File: src/rtl/ysyx_22041207_pkg.sv
// Shared types and widths for the IF/LS memory arbiter.
package ysyx_22041207_pkg;

  localparam int ADDR_W = 64;
  localparam int DATA_W = 64;

  typedef enum logic [1:0] {
    ST_IDLE  = 2'd0,
    ST_ISSUE = 2'd1,
    ST_WAIT  = 2'd2
  } arb_state_e;

  typedef enum logic {
    OWN_IF = 1'b0,
    OWN_LS = 1'b1
  } arb_owner_e;

endpackage

File: src/rtl/ysyx_22041207_arb_req_reg.sv
// Holds the granted request (address, direction, data, mask, owner) for the
// whole life of a memory transaction so requesters can move on after ready.
module ysyx_22041207_arb_req_reg #(
  parameter int ADDR_W = 64,
  parameter int DATA_W = 64
) (
  input  logic                          clk,
  input  logic                          rst,
  input  logic                          grant_ls,
  input  logic                          grant_if,
  input  logic                          ls_we,
  input  logic [ADDR_W-1:0]             ls_addr,
  input  logic [DATA_W-1:0]             ls_wdata,
  input  logic [7:0]                    ls_wmask,
  input  logic [ADDR_W-1:0]             if_addr,
  output logic [ADDR_W-1:0]             addr_q,
  output logic                          we_q,
  output logic [DATA_W-1:0]             wdata_q,
  output logic [7:0]                    wmask_q,
  output ysyx_22041207_pkg::arb_owner_e owner_q
);
  import ysyx_22041207_pkg::*;

  // Capture the winning requester's fields on the grant edge; fetches are reads.
  always_ff @(posedge clk) begin
    if (rst) begin
      addr_q  <= '0;
      we_q    <= 1'b0;
      wdata_q <= '0;
      wmask_q <= '0;
      owner_q <= OWN_IF;
    end else if (grant_ls) begin
      addr_q  <= ls_addr;
      we_q    <= ls_we;
      wdata_q <= ls_wdata;
      wmask_q <= ls_wmask;
      owner_q <= OWN_LS;
    end else if (grant_if) begin
      addr_q  <= if_addr;
      we_q    <= 1'b0;
      wdata_q <= '0;
      wmask_q <= '0;
      owner_q <= OWN_IF;
    end
  end

endmodule

File: src/rtl/ysyx_22041207_mem_arb.sv
// Memory port arbiter: instruction fetch and load/store share one memory
// port, one transaction outstanding, LS has fixed priority over IF.
// Optional response timeout enabled by defining YSYX_ARB_TIMEOUT_EN.
//
// state    | meaning
// ---------+-------------------------------------------------------
// ST_IDLE  | no transaction; grant LS first, else IF (comb ready)
// ST_ISSUE | mem_req_valid high with latched fields until mem_req_ready
// ST_WAIT  | waiting for mem_resp_valid (or timeout), then route to owner
module ysyx_22041207_mem_arb #(
  parameter int ADDR_W = 64,
  parameter int DATA_W = 64
`ifdef YSYX_ARB_TIMEOUT_EN
  , parameter int TMO_CYC = 255
`endif
) (
  input  logic              clk,
  input  logic              rst,
  input  logic              if_req_valid,
  output logic              if_req_ready,
  input  logic [ADDR_W-1:0] if_addr,
  output logic              if_resp_valid,
  output logic [31:0]       if_resp_data,
  input  logic              ls_req_valid,
  output logic              ls_req_ready,
  input  logic              ls_we,
  input  logic [ADDR_W-1:0] ls_addr,
  input  logic [DATA_W-1:0] ls_wdata,
  input  logic [7:0]        ls_wmask,
  output logic              ls_resp_valid,
  output logic [DATA_W-1:0] ls_resp_data,
  output logic              mem_req_valid,
  input  logic              mem_req_ready,
  output logic              mem_we,
  output logic [ADDR_W-1:0] mem_addr,
  output logic [DATA_W-1:0] mem_wdata,
  output logic [7:0]        mem_wmask,
  input  logic              mem_resp_valid,
  input  logic [DATA_W-1:0] mem_resp_data,
  output logic              pc_delay,
  output logic              arb_err
);
  import ysyx_22041207_pkg::*;

  arb_state_e state_q, state_d;
  arb_owner_e owner_q;
  logic       resp_fire;
  logic       tmo_fire;
  logic       tmo_hit;

  ysyx_22041207_arb_req_reg #(
    .ADDR_W(ADDR_W),
    .DATA_W(DATA_W)
  ) u_req_reg (
    .clk      (clk),
    .rst      (rst),
    .grant_ls (ls_req_ready),
    .grant_if (if_req_ready),
    .ls_we    (ls_we),
    .ls_addr  (ls_addr),
    .ls_wdata (ls_wdata),
    .ls_wmask (ls_wmask),
    .if_addr  (if_addr),
    .addr_q   (mem_addr),
    .we_q     (mem_we),
    .wdata_q  (mem_wdata),
    .wmask_q  (mem_wmask),
    .owner_q  (owner_q)
  );

  // State register.
  always_ff @(posedge clk) begin
    if (rst) state_q <= ST_IDLE;
    else     state_q <= state_d;
  end

  // Next state, grants and memory request strobe.
  always_comb begin
    state_d       = state_q;
    ls_req_ready  = 1'b0;
    if_req_ready  = 1'b0;
    mem_req_valid = 1'b0;
    resp_fire     = 1'b0;
    tmo_fire      = 1'b0;
    case (state_q)
      ST_IDLE: begin
        if (ls_req_valid) begin
          ls_req_ready = 1'b1;
          state_d      = ST_ISSUE;
        end else if (if_req_valid) begin
          if_req_ready = 1'b1;
          state_d      = ST_ISSUE;
        end
      end
      ST_ISSUE: begin
        mem_req_valid = 1'b1;
        if (mem_req_ready) state_d = ST_WAIT;
      end
      ST_WAIT: begin
        if (mem_resp_valid) begin
          resp_fire = 1'b1;
          state_d   = ST_IDLE;
        end else if (tmo_hit) begin
          tmo_fire = 1'b1;
          state_d  = ST_IDLE;
        end
      end
      default: state_d = ST_IDLE;
    endcase
  end

  // Registered one-cycle response to the owner; a timeout answers with zero data.
  always_ff @(posedge clk) begin
    if (rst) begin
      if_resp_valid <= 1'b0;
      ls_resp_valid <= 1'b0;
      if_resp_data  <= '0;
      ls_resp_data  <= '0;
    end else begin
      if_resp_valid <= (resp_fire | tmo_fire) & (owner_q == OWN_IF);
      ls_resp_valid <= (resp_fire | tmo_fire) & (owner_q == OWN_LS);
      if (resp_fire | tmo_fire) begin
        if (owner_q == OWN_IF)
          if_resp_data <= tmo_fire   ? 32'h0 :
                          mem_addr[2] ? mem_resp_data[63:32] : mem_resp_data[31:0];
        else
          ls_resp_data <= (tmo_fire | mem_we) ? '0 : mem_resp_data;
      end
    end
  end

`ifdef YSYX_ARB_TIMEOUT_EN
  logic [7:0] tmo_cnt_q;
  logic       arb_err_q;

  // Down-counter loaded on entry to WAIT; terminal count at zero means TMO_CYC WAIT cycles elapsed.
  always_ff @(posedge clk) begin
    if (rst) begin
      tmo_cnt_q <= '0;
      arb_err_q <= 1'b0;
    end else begin
      if (state_q == ST_ISSUE && mem_req_ready)
        tmo_cnt_q <= 8'(TMO_CYC - 1);
      else if (state_q == ST_WAIT && tmo_cnt_q != 8'd0)
        tmo_cnt_q <= tmo_cnt_q - 8'd1;
      if (tmo_fire) arb_err_q <= 1'b1;
    end
  end

  assign tmo_hit = (tmo_cnt_q == 8'd0);
  assign arb_err = arb_err_q;
`else
  assign tmo_hit = 1'b0;
  assign arb_err = 1'b0;
`endif

  // Hold the PC while a fetch is waiting for a grant or owns the memory port.
  assign pc_delay = (if_req_valid & ~if_resp_valid) |
                    ((state_q != ST_IDLE) & (owner_q == OWN_IF));

  // Requesters must keep a request up until it is accepted.
  a_if_hold: assert property (@(posedge clk) disable iff (rst)
    (if_req_valid && !if_req_ready) |=> if_req_valid);
  a_ls_hold: assert property (@(posedge clk) disable iff (rst)
    (ls_req_valid && !ls_req_ready) |=> ls_req_valid);

endmodule

File: config.mk
export PLATFORM = sky130hd
export DESIGN_NAME = ysyx_22041207_mem_arb
export DESIGN_NICKNAME = d
export VERILOG_FILES = /design/src/rtl/ysyx_22041207_pkg.sv /design/src/rtl/ysyx_22041207_arb_req_reg.sv /design/src/rtl/ysyx_22041207_mem_arb.sv
export SDC_FILE = /design/constraint.sdc
export NUM_CORES = 1
export LEC_CHECK = 0
export CELL_PAD_IN_SITES_DETAIL_PLACEMENT = 1
export CELL_PAD_IN_SITES_GLOBAL_PLACEMENT = 1
export CORE_ASPECT_RATIO = 0.7
export CORE_MARGIN = 4
export CORE_UTILIZATION = 27
export DETAILED_ROUTE_END_ITERATION = 6
export GPL_ROUTABILITY_DRIVEN = 0
export GPL_TIMING_DRIVEN = 1
export PLACE_DENSITY = 0.82
export SLEW_MARGIN = 20
export SYNTH_ARGS = -nofsm -noshare
export SYNTH_HDL_FRONTEND = slang
export SYNTH_SLANG_ARGS = --single-unit
File: constraint.sdc
create_clock -name clk -period 1.6 [get_ports clk]
set_input_delay 0.16 -clock clk [delete_from_list [all_inputs] [get_ports clk]]
set_output_delay 0.16 -clock clk [all_outputs]
set_load 0.05 [all_outputs]
* Word-level counts from Yosys, hierarchy flattened
Index checks and enable logic that the tools add are counted.
** Cells by class
- Reductions and logical operators :: 6
- Equality and inequality tests :: 5
- Bitwise logic cells :: 7
- Muxes and demuxes :: 24
** Operators with widths (number)
- 64-bit 2-to-1 mux :: 5
- 32-bit 2-to-1 mux :: 1
- 8-bit 2-to-1 mux :: 2
- 1-bit 2-to-1 mux :: 11
- 2-bit 2-to-1 mux :: 4
- 2-bit case mux with 3 select lines :: 1
- 1-bit bitwise AND :: 4
- 2-bit inequality test (second input constant) :: 2
- 2-bit AND reduction :: 2
- 2-bit nonzero test :: 2
- 3-bit inequality test (second input constant) :: 1
- 3-bit AND reduction :: 1
- 2-bit by 1-bit == test with 1-bit output (second input constant) :: 1
- 2-bit == test (second input constant) :: 1
- 2-bit logical NOT :: 1
- 1-bit NOT :: 2
- 1-bit OR :: 1
** Word-level totals
- Flip-flop bits (word level) :: 238
- Word-level logic and storage cells :: 52
- Input bits :: 271
- Output and inout port bits :: 240

* Logic depth before layout (Yosys ltp)
- Depth in word-level cells :: 5
- Gate-level depth with buffers :: 7
- Gate-level depth less buffers :: 5

* Hierarchy
A second synthesis with hierarchy kept.
** Second synthesis, totals
- Cell total of the unflattened synthesis :: 1062
- Area, all modules :: 10090.9 um^2
** By module, submodules not included
- ysyx_22041207_arb_req_reg :: instances 1, seq. area each 2762.6 um^2, cells an instance 612, area an instance 5930.7 um^2
- ysyx_22041207_mem_arb :: instances 1, seq. area each 2001.9 um^2, cells an instance 450, area an instance 4160.2 um^2

* Least setup slack after synthesis
OpenSTA, ideal clock, no wires.
- Path kind :: in2reg
- Start :: in ls_req_valid
- End :: reg u_req_reg.addr_q[24]
- Stages on the path :: 5
- Slack :: -941 ps
- Data arrival time :: 2465 ps
- Path buffers :: 2
- Data required time :: 1524 ps
- Cells stage by stage :: buf_2 -> buf_2 -> nor4b_1 -> nand2_1 -> a31oi_1
** Between the ends
- Cells in the longest elaborated chain, start to end :: 3
- Elaborated cells between the ends (all ways) :: 6
- Those cells by class :: mux (5); reduce/logical (1)
** RTL lines
- from (decl) :: RTL line ysyx_22041207_mem_arb.sv:24 : input logic ls_req_valid,
- 1-bit 2-to-1 mux :: RTL line ysyx_22041207_mem_arb.sv:87 : if (ls_req_valid) begin
- 1-bit 2-to-1 mux :: RTL line ysyx_22041207_mem_arb.sv:85 : case (state_q)
- net if_req_ready :: RTL line ysyx_22041207_mem_arb.sv:20 : output logic if_req_ready,
- 2-bit nonzero test (no line)
- to (signal assigned) :: RTL line ysyx_22041207_arb_req_reg.sv:33 : addr_q <= ls_addr;
- to (signal assigned) :: RTL line ysyx_22041207_arb_req_reg.sv:39 : addr_q <= if_addr;
- to (decl) :: RTL line ysyx_22041207_arb_req_reg.sv:16 : output logic [ADDR_W-1:0] addr_q,
The timed path passes the listed nets, and every way through them passes these cells.
A chain may end at the register's enable or synchronous reset.

* Final worst setup path
- Start :: reg state_q[1]
- End :: out if_req_ready
** Between the ends
- Cells in the longest elaborated chain, start to end :: 2
** RTL lines
- from (decl) :: RTL line ysyx_22041207_mem_arb.sv:45 : arb_state_e state_q, state_d;
- from (signal assigned) :: RTL line ysyx_22041207_mem_arb.sv:74 : else state_q <= state_d;
- 2-bit logical NOT :: RTL line ysyx_22041207_mem_arb.sv:85
- 1-bit 2-to-1 mux :: RTL line ysyx_22041207_mem_arb.sv:85
- to (decl) :: RTL line ysyx_22041207_mem_arb.sv:20
No other way between the ends.

==> metrics.csv <==
stage;metric;value;unit
global_route;GR Overflow Total;0;
place;Worst Setup Slack post-DPL;-168;ps
logic_synthesis;Mapped Nets;1274;
floorplan;row count;56;
route;number of DRC markers in iteration 0;394;
final_layout;fillers;3776;
route;# DRC;0;
critical_path;Bufs and invs on worst path;3;
power;P per Cell Area;1080;nW/µm²
sta;Min Hold Slack;123;ps
global_route;vias in the first global route;10300;
sta;slew margin rel.;52.3;%
sta;max-slew violation count;0;
status;failing checks;setup timing;
final_layout;Non-Filler Instances;1952;
critical_path;critical path depth;4;
final_layout;share of layout cells above drive strength 1;26.2;%
global_route;largest net degree at the start of global routing;75;
worst_hold_path;HP Class;in2reg;
floorplan;io pins;511;
sta;final setup vio count;4;
clock_tree;Longest Clk Path Bufs;3;
final_layout;final instance area;15900;µm²
logic_synthesis;Syn Area/Cell;9.23;µm²
sta;Final Hold Fails;0;
final_layout;register area;4780;µm²
logic_synthesis;register area share after synthesis;51.5;%
logic_synthesis;Post-Synthesis Cells;1003;
sta;RSZ-0062 raised after global routing;true;
status;outcome;complete, but fails checks;
global_route;global-route wire length before repair;62.1;mm
sta;Highest Clock Rate;592;MHz
global_route;initial antenna violation count;5;
logic_synthesis;Yosys cell types;33;
route;Final ANT Viol Nets;0;
critical_path;CP Class;reg2out;
place;Port Buffers;509;
final_layout;area of the multi-input gates;4080;µm²
final_layout;Nets;1766;
place;placed inst area;14400;µm²
sta;setup TNS;-203;ps
logic_synthesis;post-synthesis sequential element count;238;
critical_path;CP Launch Type;flip-flop;
clock_tree;Skew-Pair Late Insertion Delay;540;ps
floorplan;total die area;37400;µm²
logic_synthesis;Yosys Warn Count;0;
clock_tree;CTS tree;built;
critical_path;Max stage delay on crit path;340;ps
floorplan;core area;33600;µm²
floorplan;initial core utilization;27.5;%
clock_tree;clk sink count;238;
route;TritonRoute pass-1 iters;4;
sta;setup ws final;-88.0;ps
clock_tree;CTS H-Tree Depth;1;
clock_tree;CTS root buf;clkbuf_16;
sta;post-layout min period;1690;ps
route;Via density;5.04;
power;Peak supply drop;0.610;mV
critical_path;CP top delay family;buffers and inverters;
route;final wirelength;43.9;mm
floorplan;Vert. Die Dim;163;µm
critical_path;slowest cell on the critical path;dfxtp_4;
critical_path;Setup crit end kind;primary output;
power;leak pwr;0.00639;µW
worst_hold_path;Worst Hold Depth;4;
route;DR vias;9836;
critical_path;crit path DAT;1530;ps
route;WL per Instance;22.5;µm
critical_path;CP Max Fanout;3;
place;placed cells;1880;
critical_path;Required @ worst endpoint;1440;ps
floorplan;Chip Width;229;µm
clock_tree;total CTS buffers;26;
clock_tree;clk slew on worst S/H paths;60;ps
logic_synthesis;Mapped Area;9260;µm²
sta;fin crit share;105;%
critical_path;worst-case reg-to-reg path depth;6;
sta;clock skew;12.6;ps
run;Max Cap Viol;0;
place;Post-DP HPWL;30.1;mm
sta;Slew @ Worst Pin;715;ps
global_route;total track usage;20.8;%
critical_path;Cell Chain, Critical Path;buf_6 -> nor4b_4 -> buf_4 -> buf_12;
final_layout;Layout area overhead;71.7;%
per-layer routing:
layer	routed length, µm	track usage [%]
met1	17500	24.2
met2	22000	37.0
met3	3330	7.19
met4	1020	4.95
met5	37	0
through the flow:
step	total power, µW	util (%)
floorplan	8790	-
global placement	10600	42.7
detailed placement	10600	42.7
CTS	17100	45.7
global route	17900	47.2
finish	17200	47.2
Yosys cell counts, drive strengths merged:
cell     instances  share of area (%)
dfxtp          238                 51
nor2            98                4.0
nand2           79                3.2
o21ai           77                4.2
a21oi           75                4.1
inv             66                2.7
a22o            64                6.1
a221oi          62                5.9
o2bb2ai         61                5.8
clkbuf          54                2.2
buf             48                3.0
a211oi          32                2.6
mux2i           32                3.5
nand2b           3               0.28
o22ai            2               0.14
a22oi            1              0.081
a31oi            1              0.068
a32o             1               0.11
and2             1              0.068
and4bb           1               0.14
conb             1              0.041
nor2b            1              0.068
nor3             1              0.054
nor4             1               0.23
nor4b            1              0.095
o21a             1              0.081
or2              1              0.068
worst reg2reg max path, cell delays in order, from the launching register on:
cell and delay, ps:
dfxtp_4 340, buf_4 140, buf_4 140, or2_4 300
buf_12 190, o21ai_1 230, a21oi_1 90
where the power goes:
part	internal [µW]	switching [µW]	leakage [µW]
Combinational	1750	2670	0.00401
Clock	3740	2530	0.000436
Sequential	6270	196	0.00195
sequential cells by signal, indices dropped and copies added (netlist names):
name / flops
u_req_reg.wmask_q: 8
state_q: 2
if_resp_valid: 1
u_req_reg.owner_q: 1
ls_resp_valid: 1
if_resp_data: 32
u_req_reg.addr_q: 64
ls_resp_data: 64
u_req_reg.we_q: 1
u_req_reg.wdata_q: 64
final timing paths:
check                           to  slack [ps]                 start
max                   if_req_ready         -90            state_q[1]
min reg2reg   u_req_reg.addr_q[14]         470  u_req_reg.addr_q[14]
min              u_req_reg.owner_q         120          ls_req_valid
max reg2reg  u_req_reg.wdata_q[48]          50            state_q[1]
cell families after synthesis:
kind of cell           Yosys count  synth area share (%)
other                            1                0.0405
buffers and inverters          168                  7.83
muxes                           32                  3.46
AOI/OAI and AO/OA              377                  29.0
DFF                            238                  51.5
and+or+nand+nor                187                  8.18
layout by cell type, fill, tap and decap left out, types with 2 or more instances in the layout:
master,netlist,layout
buf_4,1,258
clkdlybuf4s50_1,0,267
nand2_2,0,2
a221oi_1,62,30
dfxtp_1,238,235
inv_1,65,64
a22o_1,64,64
nand2b_1,2,2
nor2_4,0,2
a211oi_2,0,4
buf_2,36,2
o21ai_0,76,16
o2bb2ai_1,61,61
diode_2,0,2
o21ai_2,1,4
buf_8,0,2
a211oi_1,32,28
clkbuf_8,0,8
buf_6,6,7
nor2_1,98,96
clkbuf_16,0,34
nand2_1,79,77
o21ai_1,0,56
buf_12,0,21
mux2i_1,32,32
a21oi_1,75,74
dfxtp_4,0,3
clkinv_2,0,3
clkbuf_1,54,7
bufinv_16,0,2
a221oi_2,0,32
layout make-up:
class,count,area share [%]
Antenna cell,2,0.0315
Clock buffer,41,5.02
Inverter,66,1.57
Tap cell,435,3.43
Timing Repair Buffer,566,33.7
Sequential cell,238,30.1
Multi-Input combinational cell,597,25.7
Clock inverter,7,0.575
timing repair:
action | in CTS | in global routing
gates cloned | 0 | 10
setup endpoints to repair | 5 | 194
hold endpoints to repair | 3 | 0
hold buffers | 1 | 0
resized for setup | 53 | 79
pin swaps | 3 | 2
buffers inserted | 7 | 4
Note: power is estimated with default switching activity, not from simulation.
